--- src/rtl/ser_scheduler_pkg.sv ---
// Shared constants for the serializer scheduler: FSM encodings, byte geometry
// and the pointer-advance helper used by the arbiter bookkeeping.
package ser_scheduler_pkg;

  localparam logic [1:0] ST_IDLE  = 2'd0;
  localparam logic [1:0] ST_LOAD  = 2'd1;
  localparam logic [1:0] ST_SHIFT = 2'd2;

  localparam int         BYTE_W     = 8;
  localparam logic [2:0] SHIFT_LAST = 3'd7;

  // Next round-robin start position after a grant to requester v.
  function automatic int wrap_inc(input int v, input int n);
    return (v + 1 >= n) ? 0 : v + 1;
  endfunction

endpackage

--- src/rtl/ser_scheduler_rr_arbiter.sv ---
// Combinational round-robin arbiter: the search begins at ptr, wraps past the
// top requester back to 0, and the first asserted request wins.
module rr_arbiter #(
  parameter int N_REQ = 4,
  parameter int ID_W  = $clog2(N_REQ)
) (
  input  logic [N_REQ-1:0] req,
  input  logic [ID_W-1:0]  ptr,
  output logic [N_REQ-1:0] gnt,
  output logic [ID_W-1:0]  id,
  output logic             any
);

  // slot_idx[k] is the requester examined k-th in priority order.
  logic [ID_W-1:0]  slot_idx [N_REQ];
  logic [N_REQ-1:0] slot_hit;

  for (genvar gi = 0; gi < N_REQ; gi++) begin : g_slot
    assign slot_idx[gi] = ID_W'((int'(ptr) + gi) % N_REQ);
    assign slot_hit[gi] = req[slot_idx[gi]];
  end

  always_comb begin
    gnt = '0;
    id  = '0;
    any = 1'b0;
    for (int k = N_REQ - 1; k >= 0; k--) begin
      if (slot_hit[k]) begin
        id  = slot_idx[k];
        any = 1'b1;
      end
    end
    gnt[id] = any;
  end

endmodule

--- src/rtl/ser_scheduler.sv ---
// Round-robin scheduler feeding one LSB-first byte serializer: grants a byte,
// pulses the load strobe, then tracks the 8 shift cycles and the output strobes.
module ser_scheduler
  import ser_scheduler_pkg::*;
#(
  parameter int N_REQ = 4,
  parameter int ID_W  = $clog2(N_REQ)
) (
  input  logic                    clock_ser,
  input  logic                    reset,
  input  logic [N_REQ-1:0]        req_valid,
  input  logic [BYTE_W*N_REQ-1:0] req_data,
  output logic [N_REQ-1:0]        req_ready,
  output logic [BYTE_W-1:0]       ser_data,
  output logic                    ser_enable,
  output logic                    bit_valid,
  output logic                    bit_last,
  output logic [ID_W-1:0]         bit_owner,
  output logic                    busy
);

  logic [1:0]        state_reg;
  logic [2:0]        cnt_reg;
  logic [ID_W-1:0]   rr_ptr_reg;
  logic [ID_W-1:0]   owner_reg;
  logic [BYTE_W-1:0] ser_data_reg;
  logic              ser_enable_reg;
  logic              bit_valid_reg;
  logic              bit_last_reg;
  logic [ID_W-1:0]   bit_owner_reg;

  logic [N_REQ-1:0]  gnt;
  logic [ID_W-1:0]   gnt_id;
  logic              any_req;
  logic              accept_window;
  logic              accept;
  logic [BYTE_W-1:0] req_bytes [N_REQ];

  for (genvar gi = 0; gi < N_REQ; gi++) begin : g_unpack
    assign req_bytes[gi] = req_data[gi*BYTE_W +: BYTE_W];
  end

  rr_arbiter #(.N_REQ(N_REQ), .ID_W(ID_W)) u_arb (
    .req (req_valid),
    .ptr (rr_ptr_reg),
    .gnt (gnt),
    .id  (gnt_id),
    .any (any_req)
  );

  // A new byte can only be taken while idle or on the final shift cycle,
  // which is what gives the 9-cycle back-to-back period.
  assign accept_window = (state_reg == ST_IDLE) ||
                         ((state_reg == ST_SHIFT) && (cnt_reg == SHIFT_LAST));
  assign accept        = !reset && accept_window && any_req;
  assign req_ready     = accept ? gnt : '0;

  always_ff @(posedge clock_ser) begin
    if (reset) begin
      state_reg      <= ST_IDLE;
      cnt_reg        <= '0;
      rr_ptr_reg     <= '0;
      owner_reg      <= '0;
      ser_data_reg   <= '0;
      ser_enable_reg <= 1'b0;
      bit_valid_reg  <= 1'b0;
      bit_last_reg   <= 1'b0;
      bit_owner_reg  <= '0;
    end else begin
      ser_enable_reg <= accept;
      // The serializer output changes on the edge closing each shift cycle,
      // so the strobes are the shift-state flags delayed by one register.
      bit_valid_reg  <= (state_reg == ST_SHIFT);
      bit_last_reg   <= (state_reg == ST_SHIFT) && (cnt_reg == SHIFT_LAST);
      if (state_reg == ST_SHIFT) begin
        bit_owner_reg <= owner_reg;
      end

      if (accept) begin
        ser_data_reg <= req_bytes[gnt_id];
        owner_reg    <= gnt_id;
        rr_ptr_reg   <= ID_W'(wrap_inc(int'(gnt_id), N_REQ));
      end

      case (state_reg)
        ST_IDLE: begin
          if (accept) state_reg <= ST_LOAD;
        end
        ST_LOAD: begin
          state_reg <= ST_SHIFT;
          cnt_reg   <= '0;
        end
        ST_SHIFT: begin
          cnt_reg <= cnt_reg + 3'd1;
          if (cnt_reg == SHIFT_LAST) begin
            state_reg <= accept ? ST_LOAD : ST_IDLE;
          end
        end
        default: state_reg <= ST_IDLE;
      endcase
    end
  end

  assign ser_data   = ser_data_reg;
  assign ser_enable = ser_enable_reg;
  assign bit_valid  = bit_valid_reg;
  assign bit_last   = bit_last_reg;
  assign bit_owner  = bit_owner_reg;
  assign busy       = (state_reg != ST_IDLE);

endmodule
--- config.mk ---
export PLATFORM = sky130hd
export DESIGN_NAME = ser_scheduler
export DESIGN_NICKNAME = d
export VERILOG_FILES = /design/src/rtl/ser_scheduler_pkg.sv /design/src/rtl/ser_scheduler_rr_arbiter.sv /design/src/rtl/ser_scheduler.sv
export SDC_FILE = /design/constraint.sdc
export NUM_CORES = 1
export LEC_CHECK = 0
export CORE_UTILIZATION = 46
export CTS_CLUSTER_SIZE = 16
export DETAILED_ROUTE_END_ITERATION = 8
export GPL_ROUTABILITY_DRIVEN = 0
export GPL_TIMING_DRIVEN = 0
export HOLD_SLACK_MARGIN = 0.12
export PLACE_DENSITY = 0.83
export SYNTH_ARGS = -nofsm -noshare
export SYNTH_HDL_FRONTEND = slang
export SYNTH_HIERARCHICAL = 1
export SYNTH_SLANG_ARGS = --single-unit
--- constraint.sdc ---
create_clock -name clock_ser -period 3.6 [get_ports clock_ser]
set_input_delay 0.9 -clock clock_ser [delete_from_list [all_inputs] [get_ports clock_ser]]
set_output_delay 0.9 -clock clock_ser [all_outputs]
set_load 0.01 [all_outputs]
* After elaboration in Yosys (flattened, before gate mapping)
Cells that the tools add are included.
** Word-level totals
- Register bits after elaboration :: 22
- Bits of input ports :: 38
- Output and inout port bits :: 18
- Logic and storage cells :: 67
** Cells by class
- Add/sub/neg operators :: 5
- Magnitude comparators :: 8
- Equality and inequality tests :: 5
- Multiplexer cells :: 28
- Bitwise operators :: 2
- Reductions and logical operators :: 10
** Operators by type and width (count)
- $bmux W8 S2 :: 1
- $mux W8 :: 2
- $lt A2 B3 Y1 const B :: 5
- $mux W2 :: 7
- $mux W1 :: 10
- $bmux W1 S2 :: 4
- $ge A3 B3 Y1 const B :: 2
- $pmux W2 S3 :: 1
- $pmux W3 S2 :: 1
- $add A2 B2 Y2 const B :: 2
- $and A4 B4 Y4 :: 1
- $logic_and A1 B1 Y1 :: 4
- $mux W4 :: 1
- $reduce_bool A2 Y1 :: 2
- $add A2 B1 Y3 const B :: 1
- $add A3 B1 Y3 const B :: 1
- $eq A3 B3 Y1 const B :: 1
- $not A2 Y3 :: 1
- $add A2 B1 Y2 const B :: 1
- $demux W1 S2 :: 1
- $eq A2 B1 Y1 const B :: 1
- $eq A2 B2 Y1 const B :: 1
- $ge A2 B1 Y1 const B :: 1
- $logic_not A2 Y1 :: 1
- 5 further kinds :: 5

* Longest topological paths before layout
Gate-level depths: netlist of the first run.
- Depth in word-level cells :: 13
- Mapped depth :: 8
- Depth with buffers taken out :: 6

* Hierarchy
The synthesis of the first run kept the hierarchy.
** By module, submodules not included
- ser_scheduler :: instances 1, cells an instance 121, area each 1173.6 µm²
- rr_arbiter :: instances 1, cells an instance 29, area each 182.7 µm²

* Worst setup path after synthesis of the first run
No wires, ideal clock.
- Path kind :: input -> output
- From :: input port req_valid[3]
- To :: output port req_ready[0]
- Arrival :: 1.694 ns
- Path slack :: 1.006 ns
- Cell stages on the path :: 5
- Path buffers :: 1
- Cells stage by stage :: buf_4 nor2_1 nand2_1 and2b_1 and3_1
** RTL lines
- start, declared :: RTL line ser_scheduler.sv:11 : input logic [N_REQ-1:0] req_valid,
- $bmux W1 S2 :: RTL line ser_scheduler_rr_arbiter.sv:20 : assign slot_hit[gi] = req[slot_idx[gi]];
- $mux W1 (not written as such) :: RTL line ser_scheduler_rr_arbiter.sv:20
- $mux W1 (3 in series) :: RTL line ser_scheduler_rr_arbiter.sv:28 : if (slot_hit[k]) begin
- $mux W1 (*) :: RTL line ser_scheduler_rr_arbiter.sv:28
- named net any_req :: RTL line ser_scheduler.sv:34 : logic any_req;
- $and A4 B4 Y4 (no line) / $logic_and A1 B1 Y1 (equally long branches)
- $mux W4 (*) :: RTL line ser_scheduler.sv:56 : assign req_ready = accept ? gnt : '0;
- end, declared :: RTL line ser_scheduler.sv:13 : output logic [N_REQ-1:0] req_ready,
Mark *: on every way through the listed nets, which the timed path passes. The rest lies on a longest branch. The select of a mux whose other input is x is not followed.

* Worst setup path after layout of the first run
- From :: input port reset
- To :: output port req_ready[1]
** On the way
- Word-level cells in the longest chain between the ends :: 4
** RTL lines
- start, declared :: RTL line ser_scheduler.sv:10 : input logic reset,
- $logic_not A1 Y1 :: RTL line ser_scheduler.sv:55 : assign accept = !reset && accept_window && any_req;
- $logic_and A1 B1 Y1 (2 in series) :: RTL line ser_scheduler.sv:55
- $mux W4 :: RTL line ser_scheduler.sv:56
No other way between the ends.

==> run metrics, run 1 <==
status completed; P_leak 0.000787 uW; grt ovf 0; RR Endpoint ser_data[1]$_SDFFE_PP0N_; hold buffers post-CTS 0; worst vdd ir 0.554 mV; flip-flop and latch count after synthesis 22; Worst-path clk slew 0.12 ns; Tcrit/Tclk final 92.2%; post-synthesis mux area share around 16%; Least-Margin Pin Slew about 0.48 ns; Die Y-Extent 56.3 um; Initial Util 48.8%; Post-Synth Simple-Gate Area 18.3%; DRC Markers 0; Largest register FFs 8; r2r setup slk 1.46 ns; final hold vios 0; latest clock arrival within the worst-skew pair 0.30 ns; Ant. Diodes 0; CTS tree done; max_slew headroom approximately two thirds; Netlist cell types 34; logic depth of the worst register-to-register path 7; I/O Buffers 53; clock power share 22.8%; final worst slack 0.281 ns; drt via density 5.84; critical path startpoint category input port; antenna-violating nets left 0; clock buffer count from CTS 3; CTS Buffer Depth 2; min Tclk post-route 3.32 ns; clk root buf clkbuf_4; switching share of power 31.1%; Avg Cell Area, Syn 9.04 um^2; die width 56.3 um; sequential power share 35.7%; Hold Path Depth 2; CTS H-tree depth 1; first-pass GRT wire length 5740 um; initial antenna violation count 0; layout cell share with drive strength beyond 1 13.0%; worst hold path endpoint owner_reg[0]$_SDFFE_PP0N_; Die ar. 3170 um^2; non-filler instance count after layout between 200 and 250; Hold/Removal Path Class reg2reg; RR Startpoint rr_ptr_reg[0]$_SDFFE_PP0N_; Max-cap violations 0; Routed WL 3440 um; largest net degree at the start of global routing 14; DRT iter0 DRCs 35; vias in the first global route 1,341; Int Pwr 563 uW; Post-Syn Area 1360 um^2; Compound-Gate Fraction of Synth Area approximately a fifth; pre-CTS setup slack -0.110 ns; num rows 19; fmax roughly 300 MHz; register area share after synthesis between 30% and 40%; Setup crit end kind primary output; worst clock skew about 0.0024 ns; Layout fillers 204; largest family of logic cells by synthesized area compound AO/OA/AOI/OAI gates; synthesized net count 195; fin. max-slew vios 0; Vias 1,391; crit path kind in2out; xor-xnor portion of the synthesized cell area 0%; placed cell count between 200 and 250; final setup fails 0; Core Box Area 2780 um^2; sw power 254 uW; maximum fanout along the worst path 7; gr usage total approximately 23%; Pre-antenna DRT Iters 4; clock sinks 22; nets 253; Post-Synth Adder-Cell Area 6.46%; area delta synth->final 46.7%; drt wl/cell 14.4 um; combinational share of power 41.5%; Worst EP required 2.70 ns; Mapped Cells 150; synth warn 6; # IOs 56; Detailed Place HPWL 2740 um; CP arrival 2.42 ns; RSZ-0062 raised after global routing no; min-delay src owner_reg[0]$_SDFFE_PP0N_; PD cells 411 nW/um^2
## worst max-delay path, stage by stage
cell and delay, ns:
clkdlybuf4s50_1 0.50, and2b_2 0.32, and3_1 0.17, clkdlybuf4s50_1 0.53
## what timing repair did
action / 4_1_cts / 5_1_grt
gates resized for setup: 3 / 2
setup endpoints to repair: 4 / 4
buffers inserted: 0 / 0
## synthesized netlist by cell type
| master | instances | area share, % |
|---|---|---|
| a21oi_1 | 19 | 7.0 |
| dfxtp_1 | 22 | 32 |
| nor2b_1 | 3 | 1.4 |
| mux2_2 | 1 | 0.83 |
| o221ai_1 | 1 | 0.65 |
| and2b_1 | 2 | 1.1 |
| inv_1 | 6 | 1.7 |
| nand2b_1 | 4 | 1.8 |
| o221a_2 | 1 | 0.83 |
| clkbuf_1 | 3 | 0.83 |
| o22ai_1 | 2 | 0.92 |
| buf_2 | 2 | 0.74 |
| or4_1 | 1 | 0.55 |
| mux2i_1 | 2 | 1.5 |
| buf_4 | 3 | 1.7 |
| a221oi_1 | 1 | 0.65 |
| buf_6 | 1 | 0.83 |
| clkbuf_2 | 2 | 0.74 |
| o21bai_1 | 1 | 0.55 |
| o22a_1 | 1 | 0.65 |
| nand3_1 | 13 | 4.8 |
| a21o_1 | 3 | 1.7 |
| nand2b_4 | 1 | 1.0 |
| a221oi_2 | 1 | 1.1 |
| o21ai_0 | 15 | 5.5 |
| o21a_1 | 1 | 0.55 |
| mux4_2 | 8 | 13 |
| ha_1 | 7 | 6.5 |
| nor3_1 | 3 | 1.1 |
| nand2_1 | 3 | 0.83 |
| and3_1 | 5 | 2.3 |
| o31a_1 | 1 | 0.65 |
| nor3b_1 | 1 | 0.55 |
| nor2_1 | 10 | 2.8 |
## kinds of logic (layout without fill, tap and decap cells)
group | Yosys count | after routing
flops | 22 | 22
fa+ha+maj | 7 | 7
mux | 11 | 11
compound gates | 47 | 47
simple gates | 46 | 46
buf+inv | 17 | 74
## cell usage in the layout, fill, tap and decap left out, drive strengths merged
master | synthesis | routed
dfxtp | 22 | 22
mux2i | 2 | 2
clkdlybuf4s50 | 0 | 51
o221a | 1 | 1
nor2 | 10 | 10
o31a | 1 | 1
nor2b | 3 | 3
o221ai | 1 | 1
a221oi | 2 | 2
bufinv | 0 | 1
o22a | 1 | 1
o21bai | 1 | 1
nor3 | 3 | 3
nor3b | 1 | 1
and3 | 5 | 5
a21oi | 19 | 19
mux4 | 8 | 8
nand2 | 3 | 3
clkbuf | 5 | 8
or4 | 1 | 1
mux2 | 1 | 1
o22ai | 2 | 2
and2b | 2 | 2
nand2b | 5 | 5
o21ai | 15 | 15
nand3 | 13 | 13
inv | 6 | 6
buf | 6 | 6
a21o | 3 | 3
o21a | 1 | 1
ha | 7 | 7
dlymetal6s2s | 0 | 2
## power by group through the flow
stage	Combinational [uW]	Sequential (uW)	Clock [uW]
6_report	339	292	186
5_1_grt	369	296	196
4_1_cts	339	292	190
3_5_place_dp	338	297	0
3_3_place_gp	323	296	0
2_1_floorplan	202	299	0
## metrics by stage
| stage | util, % | total power (uW) | area (um^2) | TNS [ns] | hold slack (ns) |
|---|---|---|---|---|---|
| global placement | 69.2 | 618 | 1930 | -0.297 | 0.460 |
| finish | 71.5 | 817 | 1990 | 0 | 0.484 |
| detailed placement | 69.2 | 634 | 1930 | -0.423 | 0.466 |
| CTS | 71.3 | 821 | 1980 | 0 | 0.483 |
| floorplan | - | 501 | 1360 | 0 | 0.449 |
| global route | 71.5 | 861 | 1990 | 0 | 0.510 |
## final cells by class
| cell class | instances | area, um^2 | share of cell area, % |
|---|---|---|---|
| inverter | 6 | 22.5 | 1.13 |
| sequential | 22 | 440 | 22.1 |
| clock inverter | 1 | 30.0 | 1.51 |
| clock buffer | 3 | 22.5 | 1.13 |
| tap | 31 | 38.8 | 1.95 |
| multi-input combinational | 111 | 835 | 41.9 |
| timing repair buffer | 53 | 536 | 26.9 |
| buffer | 11 | 65.1 | 3.27 |
## worst max path at each step
stage / start / to / slack [ns]
after CTS: req_valid[1] / req_ready[1] / 0.02
final: reset / req_ready[1] / 0.28
after floorplan: req_valid[3] / req_ready[0] / 1.01
after detailed placement: req_valid[1] / req_ready[1] / -0.11
after global routing: reset / req_ready[0] / 0.23
after global placement: req_valid[1] / req_ready[1] / -0.07
## metal layers
metal | GRT usage (%) | vias to the layer above | share of wire (%)
met5 | 0 | - | 0
met4 | 7.67 | 0 | 1.3
met3 | 5.30 | 4 | 6.9
met2 | 41.8 | 56 | 53
met1 | 26.2 | 661 | 39
li1 | - | 670 | -
Power figures use the tool's default switching activity.
==> inputs of run 2 (changes only) <==
--- a/config.mk
+++ b/config.mk
@@ -12,6 +12,7 @@
 export GPL_TIMING_DRIVEN = 0
 export HOLD_SLACK_MARGIN = 0.12
 export PLACE_DENSITY = 0.83
+export RECOVER_POWER = 100
 export SYNTH_ARGS = -nofsm -noshare
 export SYNTH_HDL_FRONTEND = slang
 export SYNTH_HIERARCHICAL = 1
==> constraint.sdc (replaced) <==
create_clock -name clock_ser -period 3.6 [get_ports clock_ser]
set_input_delay 0.72 -clock clock_ser [delete_from_list [all_inputs] [get_ports clock_ser]]
set_output_delay 0.72 -clock clock_ser [all_outputs]
set_load 0.01 [all_outputs]
==> run metrics, run 2 (synthesis gave the netlist of run 1 again) <==
status completed; RSZ-0062 raised after global routing no; Core Box Area 2780 um^2 (unchanged); CP arrival 2.68 ns (+0.26 ns); Setup crit end kind primary output; Hold/Removal Path Class reg2reg; nets 253 (unchanged); vias in the first global route 1,341 (unchanged); hold buffers post-CTS 0 (unchanged); initial antenna violation count 0 (unchanged); CTS tree done; clk root buf clkbuf_4; clock buffer count from CTS 3 (unchanged); CTS H-tree depth 1 (unchanged); non-filler instance count after layout 238 (unchanged); GR Util met3 5.30% (unchanged); drt wl/cell 14.4 um (about the same); Pre-antenna DRT Iters 4 (unchanged); I/O Buffers 53 (unchanged); crit path cell chain clkdlybuf4s50_1, nor2_1, nand2_1, and2b_1, and3_1, dlygate4sd3_1; P_leak 0.000809 uW (+2.8%); Die ar. 3170 um^2 (unchanged); maximum fanout along the worst path 7 (unchanged); final setup fails 0 (unchanged); CTS Buffer Depth 2 (unchanged); GRT busiest layer met2; clock sinks 22 (unchanged); gr usage total 22.9% (unchanged); num rows 19 (unchanged); max_slew headroom 52.0% (-16 points); placed cell count 234 (unchanged); commonest non-fill, non-tap cells in the layout 34 x clkdlybuf4s50_1, 22 x dfxtp_1, 19 x a21oi_1, 19 x dlygate4sd3_1, 15 x o21ai_0; first-pass GRT wire length 5740 um (unchanged); Worst-path clk slew 0.12 ns (about the same); DRC Markers 0 (unchanged); grt ovf 0 (unchanged); antenna-violating nets left 0 (unchanged); Routed WL 3440 um (about the same); latest clock arrival within the worst-skew pair 0.31 ns (about the same); post-cts sizing count 0 (-3); # IOs 56 (unchanged); Vias 1,377 (-1.0%); slowest CP cell clkdlybuf4s50_1; Max-cap violations 0 (unchanged); met2 usage 41.8% (unchanged); Largest register FFs 8 (unchanged); hold slack 0.485 ns (+0.00110 ns); Initial Util 48.8% (unchanged); area delta synth->final 44.6%; Detailed Place HPWL 2740 um (unchanged); Worst EP required 2.88 ns (+0.18 ns); crit-path max cell delay 0.61 ns (+0.08 ns); die width 56.3 um (unchanged); setup TNS 0 ns (unchanged); Die Y-Extent 56.3 um (unchanged); drt via density 5.79 (-1.0%); fmax 294 MHz (-2.5%); layout cell share with drive strength beyond 1 10.1% (-2.9 points); final hold vios 0 (unchanged); Layout fillers 211 (+3.4%); critical path startpoint category input port; DRT iter0 DRCs 24 (-31%); largest net degree at the start of global routing 14 (unchanged); final worst slack 0.197 ns (-0.0843 ns); PD cells 410 nW/um^2 (-0.22%); post-CTS setup buffers 0 (unchanged); min Tclk post-route 3.40 ns (+0.0843 ns); Tcrit/Tclk final 94.5% (+2.3 points); crit path kind in2out; routing usage on met1 26.2% (unchanged); Ant. Diodes 0 (unchanged); worst clock skew 0.00221 ns (-0.000165 ns); Least-Margin Pin Slew 0.720 ns (+0.243 ns); worst vdd ir 0.552 mV (-0.27%); fin. max-slew vios 0 (unchanged); pre-CTS setup slack 0.250 ns (+0.360 ns); commonest non-fill, non-tap cell in the layout clkdlybuf4s50_1
run 2: final cells by class:
| cell class | count | area (um^2) | area share, % |
|---|---|---|---|
| multi-input combinational | 111 | 815 | 41.5 |
| timing repair buffer | 53 | 531 | 27.1 |
| sequential | 22 | 440 | 22.5 |
| buffer | 11 | 61.3 | 3.13 |
| tap | 31 | 38.8 | 1.98 |
| clock inverter | 1 | 30.0 | 1.53 |
| clock buffer | 3 | 22.5 | 1.15 |
| inverter | 6 | 22.5 | 1.15 |
run 2: power by group:
part / internal (uW) / switching (uW)
clock: 112 / 76.2
sequential: 271 / 19.8
combinational: 167 / 157
run 2: worst paths after layout:
check             slack (ns)                        from  cells after the start                         to
setup / recovery        0.20                req_valid[1]                      6               req_ready[1]
hold / removal          0.49   owner_reg[0]$_SDFFE_PP0N_                      2  owner_reg[0]$_SDFFE_PP0N_
setup reg to reg        1.02  rr_ptr_reg[0]$_SDFFE_PP0N_                      7   ser_data[1]$_SDFFE_PP0N_
hold reg to reg         0.49   owner_reg[0]$_SDFFE_PP0N_                      2  owner_reg[0]$_SDFFE_PP0N_
run 2: metal layers:
layer / up-vias / share of wire (%)
met1: 652 / 39
met5: - / 0
met2: 52 / 54
met3: 4 / 6.3
li1: 669 / -
met4: 0 / 1.3
run 2: stage by stage:
stage	total power [uW]	util, %	cell area (um^2)
floorplan	501	-	1360
global placement	618	69.2	1930
detailed placement	634	69.2	1930
CTS	820	71.1	1980
global route	846	70.5	1960
finish	804	70.5	1960
run 2: worst max-delay path: cells and delay by family:
kind                   cells  cell delay (ns)
AND/OR/NAND/NOR            4             0.76
buffers and inverters      2             1.21
==> inputs of run 3 (changes only) <==
--- a/config.mk
+++ b/config.mk
@@ -11,7 +11,7 @@
 export GPL_ROUTABILITY_DRIVEN = 0
 export GPL_TIMING_DRIVEN = 0
 export HOLD_SLACK_MARGIN = 0.12
-export PLACE_DENSITY = 0.83
+export PLACE_DENSITY = 0.95
 export RECOVER_POWER = 100
 export SYNTH_ARGS = -nofsm -noshare
 export SYNTH_HDL_FRONTEND = slang
==> run metrics, run 3 (synthesis gave the netlist of run 1 again) <==
status completed; Crit path max-delay family buffers and inverters; slowest CP cell dlygate4sd3_1; met3 WL post-DR 263 um (+21%); CP arrival 2.71 ns (+0.03 ns); crit path kind in2out; non-filler instance count after layout 238 (unchanged); DRT iter0 DRCs 57 (+140%); num rows 19 (unchanged); Detailed Place HPWL 2710 um (-1.2%); DRC Markers 0 (unchanged); die width 56.3 um (unchanged); drt wl/cell 15.3 um (+6.0%); placed cell count 234 (unchanged); Worst EP required 2.88 ns (about the same); final hold vios 0 (unchanged); post-cts sizing count 0 (unchanged); post-CTS setup buffers 0 (unchanged); worst vdd ir 0.306 mV (-45%); commonest non-fill, non-tap cells in the layout 34 x clkdlybuf4s50_1, 22 x dfxtp_1, 19 x a21oi_1, 19 x dlygate4sd3_1, 15 x o21ai_0; CTS H-tree depth 1 (unchanged); clock buffer count from CTS 3 (unchanged); initial antenna violation count 0 (unchanged); Tcrit/Tclk final 95.3% (+0.77 points); CTS Buffer Depth 2 (unchanged); Die ar. 3170 um^2 (unchanged); layout cell share with drive strength beyond 1 10.1% (unchanged); fmax 291 MHz (-0.81%); setup TNS 0 ns (unchanged); Die Y-Extent 56.3 um (unchanged); Core Box Area 2780 um^2 (unchanged); Bufs and invs on worst path 2 (unchanged); # IOs 56 (unchanged); pre-CTS setup slack 0.235 ns (-0.0150 ns); Pre-antenna DRT Iters 4 (unchanged); critical path startpoint category input port; Worst-path clk slew 0.13 ns (about the same); Max-cap violations 0 (unchanged); hold slack 0.494 ns (+0.00867 ns); CTS tree done; clk root buf clkbuf_4; Met2 Wirelength 1910 um (+3.7%); Initial Util 48.8% (unchanged); largest net degree at the start of global routing 14 (unchanged); crit-path max cell delay 0.60 ns (about the same); Vias 1,426 (+3.6%); latest clock arrival within the worst-skew pair 0.32 ns (about the same); PD cells 417 nW/um^2 (+1.7%); max_slew headroom 52.5% (+0.54 points); Top Layer Used met4; first-pass GRT wire length 6260 um (+9.0%); crit path cell chain clkdlybuf4s50_1, nor2_1, nand2_1, and2b_1, and3_1, dlygate4sd3_1; nets 253 (unchanged); P_leak 0.000809 uW (unchanged); Least-Margin Pin Slew 0.712 ns (-0.00808 ns); clock sinks 22 (unchanged); Setup crit end kind primary output; vias in the first global route 1,450 (+8.1%); final worst slack 0.169 ns (-0.0278 ns); drt via density 5.99 (+3.6%); area delta synth->final 44.6% (unchanged); min Tclk post-route 3.43 ns (+0.0278 ns); routed length on met1 1390 um (+4.3%); Ant. Diodes 0 (unchanged); commonest non-fill, non-tap cell in the layout clkdlybuf4s50_1; grt ovf 0 (unchanged); RSZ-0062 raised after global routing no; fin. max-slew vios 0 (unchanged); Hold/Removal Path Class reg2reg; I/O Buffers 53 (unchanged); gr usage total 25.0% (+2.1 points); antenna-violating nets left 0 (unchanged); Routed WL 3650 um (+6.0%); worst clock skew 0.00588 ns (+0.00367 ns); Largest register FFs 8 (unchanged); hold buffers post-CTS 0 (unchanged); maximum fanout along the worst path 7 (unchanged); final setup fails 0 (unchanged)
run 3: cell type report:
| class | instances | area, um^2 |
|---|---|---|
| plain buffers | 11 | 61.3 |
| clock buffers | 3 | 22.5 |
| clock inverters | 1 | 30.0 |
| fillers | 198 | 821 |
| inverters | 6 | 22.5 |
| multi-input cells | 111 | 815 |
| flip-flops and latches | 22 | 440 |
| well taps | 31 | 38.8 |
| repair buffers | 53 | 531 |
run 3: through the flow:
| stage | power, uW | cell area (um^2) | util (%) |
|---|---|---|---|
| after floorplan | 501 | 1360 | - |
| after global placement | 623 | 1930 | 69.2 |
| after detailed placement | 635 | 1930 | 69.2 |
| after CTS | 827 | 1980 | 71.1 |
| after global routing | 861 | 1960 | 70.5 |
| final | 818 | 1960 | 70.5 |
run 3: worst register-to-register path, stage by stage, from the launching register on:
cell and delay (ns):
dfxtp_1 0.49, nor2_1 0.12, o21bai_1 0.16, a221oi_1 0.35, clkbuf_1 0.59, mux4_2 0.60, nand3_1 0.10, a21oi_1 0.07
run 3: routing by layer:
metal | up-vias | global-route usage [%]
met5 | - | 0
met4 | 0 | 10.8
met3 | 9 | 4.15
met2 | 84 | 45.4
met1 | 669 | 28.7
li1 | 664 | -
run 3: path summary, 6_finish.rpt:
check | end | depth (start not counted) | slack [ns] | from
worst max-delay path | req_ready[2] | 6 | 0.17 | req_valid[1]
worst min-delay path | cnt_reg[1]$_SDFFE_PP0P_ | 2 | 0.49 | cnt_reg[1]$_SDFFE_PP0P_
worst max register to register | ser_data[2]$_SDFFE_PP0N_ | 7 | 0.99 | rr_ptr_reg[0]$_SDFFE_PP0N_
worst min register to register | cnt_reg[1]$_SDFFE_PP0P_ | 2 | 0.49 | cnt_reg[1]$_SDFFE_PP0P_
run 3: power by group:
| group | total (uW) | switching, uW | internal [uW] |
|---|---|---|---|
| registers | 291 | 20.2 | 271 |
| clock network | 197 | 84.1 | 113 |
| logic | 329 | 162 | 167 |
| total | 818 | 266 | 551 |
